File: src/rtl/gcm_sequencer.sv
// Message-level AES-GCM controller driving a single gctr_block: clear, H, E(K,Y0), then N CTR data blocks.
// Result strobes are registered (one cycle after gctr result); oBlock_ready is state-only, asserted in WAITBLK.
module gcm_sequencer #(
    parameter int CNT_W   = 16,
    parameter int TIMEOUT = 1024
) (
    input  logic             iClk,
    input  logic             iRst,
    input  logic             iStart,
    input  logic             iOpMode,
    input  logic             iEncdec,
    input  logic             iKeylen,
    input  logic [255:0]     iKey,
    input  logic [95:0]      iIV,
    input  logic [CNT_W-1:0] iNumBlocks,
    input  logic [127:0]     iBlock,
    input  logic             iBlock_valid,
    output logic             oBlock_ready,
    output logic             oGctrRstn,
    output logic             oGctrInit,
    output logic             oGctrHashKey,
    output logic             oGctrY0,
    output logic             oGctrOpMode,
    output logic [255:0]     oGctrKey,
    output logic [95:0]      oGctrIV,
    output logic             oGctrKeylen,
    output logic             oGctrEncdec,
    output logic [127:0]     oGctrBlock,
    output logic             oGctrBlock_valid,
    input  logic [127:0]     iGctrResult,
    input  logic             iGctrResult_valid,
    output logic [127:0]     oH,
    output logic             oH_valid,
    output logic [127:0]     oEkY0,
    output logic             oEkY0_valid,
    output logic [127:0]     oResult,
    output logic             oResult_valid,
    output logic             oBusy,
    output logic             oDone,
    output logic             oErr,
    output logic [CNT_W-1:0] oBlockCnt
);

    localparam int TMO_W = (TIMEOUT > 1) ? $clog2(TIMEOUT + 1) : 1;
    localparam logic [TMO_W-1:0] TMO_LAST = TMO_W'(TIMEOUT - 1);

    typedef enum logic [2:0] {
        S_IDLE,
        S_CLR,
        S_HKEY,
        S_Y0,
        S_WAITBLK,
        S_DATA,
        S_GAP,
        S_DONE
    } state_t;

    state_t r_state;
    state_t r_next_job;
    state_t w_next;
    state_t w_next_job;

    logic             r_opmode;
    logic             r_encdec;
    logic             r_keylen;
    logic [255:0]     r_key;
    logic [95:0]      r_iv;
    logic [CNT_W-1:0] r_num_blocks;
    logic [127:0]     r_block;
    logic [127:0]     r_h;
    logic             r_h_vld;
    logic [127:0]     r_eky0;
    logic             r_eky0_vld;
    logic [127:0]     r_res;
    logic             r_res_vld;
    logic             r_err;
    logic [CNT_W-1:0] r_blk_cnt;
    logic [TMO_W-1:0] r_tmo_cnt;

    logic             w_job;
    logic             w_tmo_hit;
    logic             w_nz;
    logic             w_more;
    logic [CNT_W-1:0] w_cnt_inc;

    assign w_job     = (r_state == S_HKEY) || (r_state == S_Y0) || (r_state == S_DATA);
    assign w_tmo_hit = (TIMEOUT != 0) && (r_tmo_cnt == TMO_LAST);
    assign w_nz      = (r_num_blocks != '0);
    assign w_cnt_inc = r_blk_cnt + CNT_W'(1);
    assign w_more    = (w_cnt_inc < r_num_blocks);

    always_comb begin
        w_next     = r_state;
        w_next_job = r_next_job;
        case (r_state)
            S_IDLE: begin
                if (iStart) w_next = S_CLR;
            end
            S_CLR: begin
                if (!r_opmode)  w_next = S_HKEY;
                else if (w_nz)  w_next = S_WAITBLK;
                else            w_next = S_DONE;
            end
            S_HKEY: begin
                if (iGctrResult_valid) begin
                    w_next     = S_GAP;
                    w_next_job = S_Y0;
                end else if (w_tmo_hit) begin
                    w_next = S_DONE;
                end
            end
            S_Y0: begin
                if (iGctrResult_valid) begin
                    w_next     = S_GAP;
                    w_next_job = w_nz ? S_WAITBLK : S_DONE;
                end else if (w_tmo_hit) begin
                    w_next = S_DONE;
                end
            end
            S_WAITBLK: begin
                if (iBlock_valid) w_next = S_DATA;
            end
            S_DATA: begin
                if (iGctrResult_valid) begin
                    w_next     = S_GAP;
                    w_next_job = w_more ? S_WAITBLK : S_DONE;
                end else if (w_tmo_hit) begin
                    w_next = S_DONE;
                end
            end
            // One idle cycle lets gctr_block see oGctrInit low between jobs.
            S_GAP:   w_next = r_next_job;
            S_DONE:  w_next = S_IDLE;
            default: w_next = S_IDLE;
        endcase
    end

    always_ff @(posedge iClk or posedge iRst) begin
        if (iRst) begin
            r_state    <= S_IDLE;
            r_next_job <= S_IDLE;
        end else begin
            r_state    <= w_next;
            r_next_job <= w_next_job;
        end
    end

    always_ff @(posedge iClk or posedge iRst) begin
        if (iRst) begin
            r_opmode     <= 1'b0;
            r_encdec     <= 1'b0;
            r_keylen     <= 1'b0;
            r_key        <= '0;
            r_iv         <= '0;
            r_num_blocks <= '0;
            r_block      <= '0;
            r_h          <= '0;
            r_h_vld      <= 1'b0;
            r_eky0       <= '0;
            r_eky0_vld   <= 1'b0;
            r_res        <= '0;
            r_res_vld    <= 1'b0;
            r_err        <= 1'b0;
            r_blk_cnt    <= '0;
            r_tmo_cnt    <= '0;
        end else begin
            r_h_vld    <= 1'b0;
            r_eky0_vld <= 1'b0;
            r_res_vld  <= 1'b0;

            if ((r_state == S_IDLE) && iStart) begin
                r_opmode     <= iOpMode;
                r_encdec     <= iEncdec;
                r_keylen     <= iKeylen;
                r_key        <= iKey;
                r_iv         <= iIV;
                r_num_blocks <= iNumBlocks;
                r_err        <= 1'b0;
                r_blk_cnt    <= '0;
            end

            if ((r_state == S_HKEY) && iGctrResult_valid) begin
                r_h     <= iGctrResult;
                r_h_vld <= 1'b1;
            end
            if ((r_state == S_Y0) && iGctrResult_valid) begin
                r_eky0     <= iGctrResult;
                r_eky0_vld <= 1'b1;
            end
            if ((r_state == S_DATA) && iGctrResult_valid) begin
                r_res     <= iGctrResult;
                r_res_vld <= 1'b1;
                r_blk_cnt <= w_cnt_inc;
            end
            if ((r_state == S_WAITBLK) && iBlock_valid) begin
                r_block <= iBlock;
            end

            if (w_job && !iGctrResult_valid && w_tmo_hit) begin
                r_err <= 1'b1;
            end

            // Counter restarts from zero on every entry into a job state.
            if (w_job && (w_next == r_state)) r_tmo_cnt <= r_tmo_cnt + TMO_W'(1);
            else                              r_tmo_cnt <= '0;
        end
    end

    assign oBlock_ready     = (r_state == S_WAITBLK);
    assign oGctrRstn        = (r_state != S_CLR);
    assign oGctrInit        = w_job;
    assign oGctrHashKey     = (r_state == S_HKEY);
    assign oGctrY0          = (r_state == S_Y0);
    assign oGctrOpMode      = r_opmode;
    assign oGctrKey         = r_key;
    assign oGctrIV          = r_iv;
    assign oGctrKeylen      = r_keylen;
    assign oGctrEncdec      = r_encdec;
    assign oGctrBlock       = r_block;
    assign oGctrBlock_valid = (r_state == S_DATA);
    assign oH               = r_h;
    assign oH_valid         = r_h_vld;
    assign oEkY0            = r_eky0;
    assign oEkY0_valid      = r_eky0_vld;
    assign oResult          = r_res;
    assign oResult_valid    = r_res_vld;
    assign oBusy            = (r_state != S_IDLE);
    assign oDone            = (r_state == S_DONE);
    assign oErr             = r_err;
    assign oBlockCnt        = r_blk_cnt;

endmodule

File: config.mk
export PLATFORM = sky130hd
export DESIGN_NAME = gcm_sequencer
export DESIGN_NICKNAME = d
export VERILOG_FILES = /design/src/rtl/gcm_sequencer.sv
export SDC_FILE = /design/constraint.sdc
export NUM_CORES = 2
export LEC_CHECK = 0
export BUFFER_PORTS_ARGS = -buffer_cell sky130_fd_sc_hd__buf_2
export CORE_AREA = 3 3 587 589
export DETAILED_ROUTE_END_ITERATION = 12
export DIE_AREA = 0 0 590 592
export PLACE_DENSITY = 0.36
export SYNTH_ARGS = -nofsm -noshare
export SYNTH_HDL_FRONTEND = slang
export SYNTH_SLANG_ARGS = --single-unit
File: constraint.sdc
create_clock -name iClk -period 26.6 [get_ports iClk]
set_clock_uncertainty 0.05 [all_clocks]
set_input_delay 1.33 -clock iClk [delete_from_list [all_inputs] [get_ports iClk]]
set_output_delay 1.33 -clock iClk [all_outputs]
set_load 0.05 [all_outputs]
### Word-level counts from Yosys, hierarchy flattened

Index checks and enable logic that the tools add are counted.

* muxes and demuxes: 20
* add/sub/neg operators: 2
* reduce and logical (&&, ||, !) cells: 19
* equality and inequality tests: 13
* order comparisons: 1

Operator list (count)
* 2-to-1 mux 16 bit: 2
* 2-to-1 mux 3 bit: 8
* one-hot mux 3 bit (6 select lines): 1
* adder 16 x 1 -> 16 bit, second input constant: 1
* less-than comparator 16 bit: 1
* nonzero test 16 bit: 1
* == test 3 bit, second input constant: 4
* adder 11 x 1 -> 11 bit, second input constant: 1
* == test 11 x 10 -> 1 bit, second input constant: 1
* 2-to-1 mux 11 bit: 1
* one-hot mux 3 bit (3 select lines): 1
* logical AND 1 bit: 8
* == test 3 x 2 -> 1 bit, second input constant: 2
* inequality test 2 x 1 -> 1 bit, second input constant: 3
* nonzero test 3 bit: 2
* 2-to-1 mux 1 bit: 5
* 2-to-1 mux 2 bit: 2
* AND reduction 4 bit: 1
* nonzero test 2 bit: 2
* == test 3 x 1 -> 1 bit, second input constant: 1
* == test 3 bit: 1
* zero test 3 bit: 1
* inequality test 3 x 1 -> 1 bit, second input constant: 1
* OR reduction 3 bit: 1
* 2 further kinds: 3

* register bits: 920

### Logic depth before layout (Yosys ltp)

* word-level depth: 7
* gate-level depth with buffers: 11
* gate-level depth less buffers: 11

### Worst setup path before layout

OpenSTA, ideal clock, no wires.

* path type: register to register
* start point: register r_blk_cnt[0] (netlist: oBlockCnt[0])
* end point: register r_next_job[1]
* cell stages (with the launch flop): 11
* arrival: 2.669 ns
* setup slack: 23.741 ns
* setup time: 0.140 ns
* cell sequence: dfrtp_1 ha_1 nand2_1 nor3_2 nand3_1 xnor2_1 ha_1 nor2b_1 o31a_1 o211ai_1 a31oi_1

* word-level cells in the longest chain between the ends: 5

RTL lines
* start: declaration: RTL line 77 `logic [CNT_W-1:0] r_blk_cnt;`
* start signal: assignment: RTL line 193 `r_blk_cnt <= w_cnt_inc;`
* adder 16 x 1 -> 16 bit: RTL line 89 `assign w_cnt_inc = r_blk_cnt + CNT_W'(1);`
* less-than comparator 16 bit: RTL line 90 `assign w_more = (w_cnt_inc < r_num_blocks);`
* 2-to-1 mux 2 bit: RTL line 126 `w_next_job = w_more ? S_WAITBLK : S_DONE;`
* 2-to-1 mux 3 bit: RTL line 124 `if (iGctrResult_valid) begin`
* one-hot mux 3 bit (3 select lines): RTL line 95 `case (r_state)`
* end signal: assignment: RTL line 144 `r_next_job <= w_next_job;`
* end: declaration: RTL line 59 `state_t r_next_job;`

Every way passes these cells. The select of a mux whose other input is x is not followed.
A chain may end at the register's enable or synchronous reset.

==> reports/summary.txt <==
CLOCK NETWORK
---------------------------------------------------------------------------------------
TritonCTS clock tree .....................................................        built
Root buf cell ............................................................ sky130_fd_sc_hd__clkbuf_16
Number of resized instances in the post-cts repair step ..................            0
Hold Buf Count CTS .......................................................            0
Clock tree buffer depth ..................................................            4
Worst-path clk slew ......................................................        60 ps
Setup Fix Bufs, Post-CTS .................................................            0
Insertion delay of the later-clocked pin in the worst-skew pair ..........       850 ps
H-tree depth reported by CTS .............................................            3
Sinks on Clock Net .......................................................          919
Number of buffers created by CTS .........................................          124

GLOBAL ROUTING
---------------------------------------------------------------------------------------
Via count of the first global-routing pass ...............................        33000
Global-route wire length before repair ...................................       336 mm
Pin count of the biggest net entering global routing .....................          130
Overall track demand over capacity in global routing .....................        14.3%
Total congestion overflow ................................................            0
Initial antenna violation count ..........................................          123

DETAILED ROUTING
---------------------------------------------------------------------------------------
Number of violations reported at the end of detailed-routing iteration 0 .         1940
Detail Route Antenna Nets ................................................            0
Drt wl/cell ..............................................................      27.1 µm
Via Count ................................................................        31700
Iteration count of the initial detailed-routing pass .....................            8
Number of remaining DRC errors ...........................................            0
Detail-routed via count per cell .........................................         3.30
Aggregate routed wire length .............................................       260 mm

FLOORPLANNING
---------------------------------------------------------------------------------------
Top Ports ................................................................         1527
Initial core utilization .................................................        10.4%
Area of the core .........................................................   340000 µm²
Overall die area .........................................................   349000 µm²
Y dimension of the die ...................................................       592 µm
Row count ................................................................          214
Die extent in x ..........................................................       590 µm

TIMING
---------------------------------------------------------------------------------------
Setup TNS Final ..........................................................         0 ps
Unrepaired setup endpoints after global routing ..........................           no
Setup ws final ...........................................................     21190 ps
Worst-case hold slack ....................................................       417 ps
Number of failing hold endpoints at the final stage ......................            0
Worst-case headroom to the max-slew limit ................................        23.1%
Fraction of the cycle the final worst path needs .........................        20.3%
Number of pins exceeding their max-slew limit in the final report ........            0
Final setup violating endpoints ..........................................            0
Maximum operating frequency ..............................................      185 MHz
Slew at the pin closest to its max-slew limit ............................      1150 ps
Clock period minus worst slack ...........................................      5410 ps

YOSYS
---------------------------------------------------------------------------------------
Fraction of synthesized cell area taken by the top area cell type ........        65.0%
Gate count after technology mapping ......................................         3447
Number of synthesized flops with an enable pin ...........................            0
Post-synthesis cell type count ...........................................           45
Top flip-flop cell by instance count after synthesis ..................... sky130_fd_sc_hd__dfrtp_1
Yosys synthesis warning count ............................................            0
Library cell occupying the most area in the post-synthesis netlist ....... sky130_fd_sc_hd__dfrtp_1
Synthesized flop and latch total .........................................          919
FFs w/ async S/R, synth ..................................................         100%
Mapped Avg Cell Area .....................................................     10.3 µm²
Syn nets .................................................................         4096
Syn Std Cell Area ........................................................    35400 µm²
Most area-consuming cells after synthesis ................................ sky130_fd_sc_hd__dfrtp_1 (65%), sky130_fd_sc_hd__nand2_1 (20%), sky130_fd_sc_hd__mux2_2 (8.2%), sky130_fd_sc_hd__buf_6 (1.2%), sky130_fd_sc_hd__buf_2 (1.1%)
Sequential cell area fraction in the yosys report ........................        65.0%

SETUP PATH
---------------------------------------------------------------------------------------
Critical R2R Launch ...................................................... r_state[0]$_DFF_PP0_
Type of origin of the critical path ......................................   input port
Type of element capturing the critical path ..............................    async pin
Start-to-end type of the worst setup path ................................  in -> async
Crit Path Max Fanout .....................................................          129
Startpoint of the most critical setup path ...............................         iRst
Cell class contributing the biggest share of worst-path delay ............ buffers and inverters
Combined buffer and inverter count along the critical path ...............            8
Sequence of cells on the critical path ................................... buf_2 > clkinvlp_4 > buf_12 > buf_4 > buf_4 > buf_4 > buf_4 > buf_4
Reg2Reg Setup Slack ......................................................     22190 ps
CP max stage delay .......................................................       800 ps
Crit-path most repeated cell ............................................. sky130_fd_sc_hd__buf_4
Highest-delay cell along the critical path ............................... sky130_fd_sc_hd__buf_4
Data arrival time of the worst path ......................................      6230 ps
Required time at the worst-slack endpoint ................................     27420 ps

PLACED DESIGN
---------------------------------------------------------------------------------------
Final RePlAce weighted congestion ........................................        0.836
Post-detailed-placement half-perimeter wirelength ........................       216 mm
Setup slack at placement .................................................     20110 ps
I/O Buffers ..............................................................         1526
Cell area reported after detailed placement ..............................    48000 µm²

FINISH
---------------------------------------------------------------------------------------
Post-route core utilization ..............................................        15.3%
Post-layout instance area ................................................    52000 µm²
Growth of design area from synthesis to finish ...........................        47.2%
Share of final-layout standard cells stronger than drive strength 1 ......        40.1%
Number of nets in the layout .............................................         5611
Most frequent standard cell in the layout excluding fill and tap cells ... sky130_fd_sc_hd__nand2_1
Most used cells in the layout excluding fill and tap cells ............... sky130_fd_sc_hd__nand2_1 (1874), sky130_fd_sc_hd__buf_2 (1526), sky130_fd_sc_hd__dfrtp_1 (919)

STATUS
---------------------------------------------------------------------------------------
Outcome ..................................................................    completed

POWER AND IR DROP
---------------------------------------------------------------------------------------
Portion of total power attributed to the clock network ...................        18.7%
Leakage power ............................................................      26.7 nW
Fraction of power consumed by combinational cells ........................        53.9%
Peak supply drop .........................................................  0.0000825 V
Switching power as a share of total power ................................        56.2%
Int Power ................................................................    0.00395 W
PwrDens ..................................................................   173 nW/µm²
Net switching power figure ...............................................    0.00507 W
Proportion of power drawn by flip-flops and latches ......................        27.4%

FLOW RUN
---------------------------------------------------------------------------------------
Count of max-cap constraint violations ...................................            0

HOLD PATH
---------------------------------------------------------------------------------------
Worst Min Path Start ..................................................... oGctrKey[242]$_DFFE_PP0P_
Worst hold-check path type ...............................................   reg -> reg

logic make-up after synthesis:
family          share of synthesized area [%]
fa+ha+maj                               0.602
simple gates                             21.1
compound gates                           1.34
buf+inv                                  3.20
xor+xnor                                0.545
flops                                    65.0
mux                                      8.18
cells in the mapped netlist (8+ instances only):
cell type / n
sky130_fd_sc_hd__buf_2: 79
sky130_fd_sc_hd__nand3_1: 15
sky130_fd_sc_hd__clkbuf_1: 54
sky130_fd_sc_hd__xor2_1: 8
sky130_fd_sc_hd__nor2_1: 28
sky130_fd_sc_hd__ha_1: 17
sky130_fd_sc_hd__inv_1: 24
sky130_fd_sc_hd__nand2_1: 1874
sky130_fd_sc_hd__xnor2_1: 14
sky130_fd_sc_hd__dfrtp_1: 919
sky130_fd_sc_hd__a21oi_1: 11
sky130_fd_sc_hd__o21ai_0: 36
sky130_fd_sc_hd__buf_6: 37
sky130_fd_sc_hd__mux2_2: 256
worst paths after layout:
check / end / cells after the start
worst max-delay path: oEkY0[66]$_DFFE_PP0P_ / 8
worst min-delay path: oGctrKey[242]$_DFFE_PP0P_ / 2
worst max register to register: oGctrKey[153]$_DFFE_PP0P_ / 8
worst min register to register: oGctrKey[242]$_DFFE_PP0P_ / 2
max in group iClk: oGctrKey[153]$_DFFE_PP0P_ / 8
min in group asynchronous: oGctrBlock[4]$_DFFE_PP0P_ / 3
final cells by class:
type	count	area, µm²
Fill cell	38600	288000
Antenna cell	22	55.1
Inverter	25	108
Clock buffer	173	3550
Clock inverter	46	448
Timing Repair Buffer	1565	7960
Tap cell	4536	5680
Multi-Input combinational cell	2327	11300
Sequential cell	919	23000
power by group through the flow:
stage          Sequential (W)  Clock (W)  Combinational (W)
4_1_cts               0.00248    0.00177            0.00501
3_3_place_gp          0.00247          0            0.00501
3_5_place_dp          0.00248          0            0.00501
5_1_grt               0.00256    0.00181            0.00513
6_report              0.00247    0.00169            0.00486
2_1_floorplan         0.00471          0           0.000907
worst min-delay path: cells and delay by family, from the launching register on:
kind             cells  cell delay [ps]
AND/OR/NAND/NOR      2              100
flip-flops           1              340
state kept, by name, indices dropped and copies added (netlist names):
register       cells
oGctrKey         256
oEkY0            128
oGctrBlock       128
oH               128
oResult          128
oGctrIV           96
oBlockCnt         16
r_num_blocks      16
r_tmo_cnt         11
r_state            3
r_next_job         2
oEkY0_valid        1
oErr               1
oGctrEncdec        1
oGctrKeylen        1
oGctrOpMode        1
oH_valid           1
oResult_valid      1
metal layers:
| layer | part of all wire, % | global-route usage [%] | wire length, µm | up-vias |
|---|---|---|---|---|
| met1 | 38 | 16.0 | 99400 | 16000 |
| met4 | 3.1 | 3.65 | 7940 | 44 |
| met2 | 51 | 26.0 | 132000 | 1404 |
| met5 | 0.11 | 0 | 281 | - |
| li1 | - | - | - | 13900 |
| met3 | 7.9 | 4.68 | 20400 | 387 |
stage by stage:
| step | power (W) | cells |
|---|---|---|
| floorplan | 0.00562 | 3447 |
| global placement | 0.00748 | 9372 |
| detailed placement | 0.00749 | 9372 |
| CTS | 0.00927 | 9591 |
| global route | 0.00950 | 9594 |
| finish | 0.00902 | 9613 |
(Power assumes the default switching activity.)
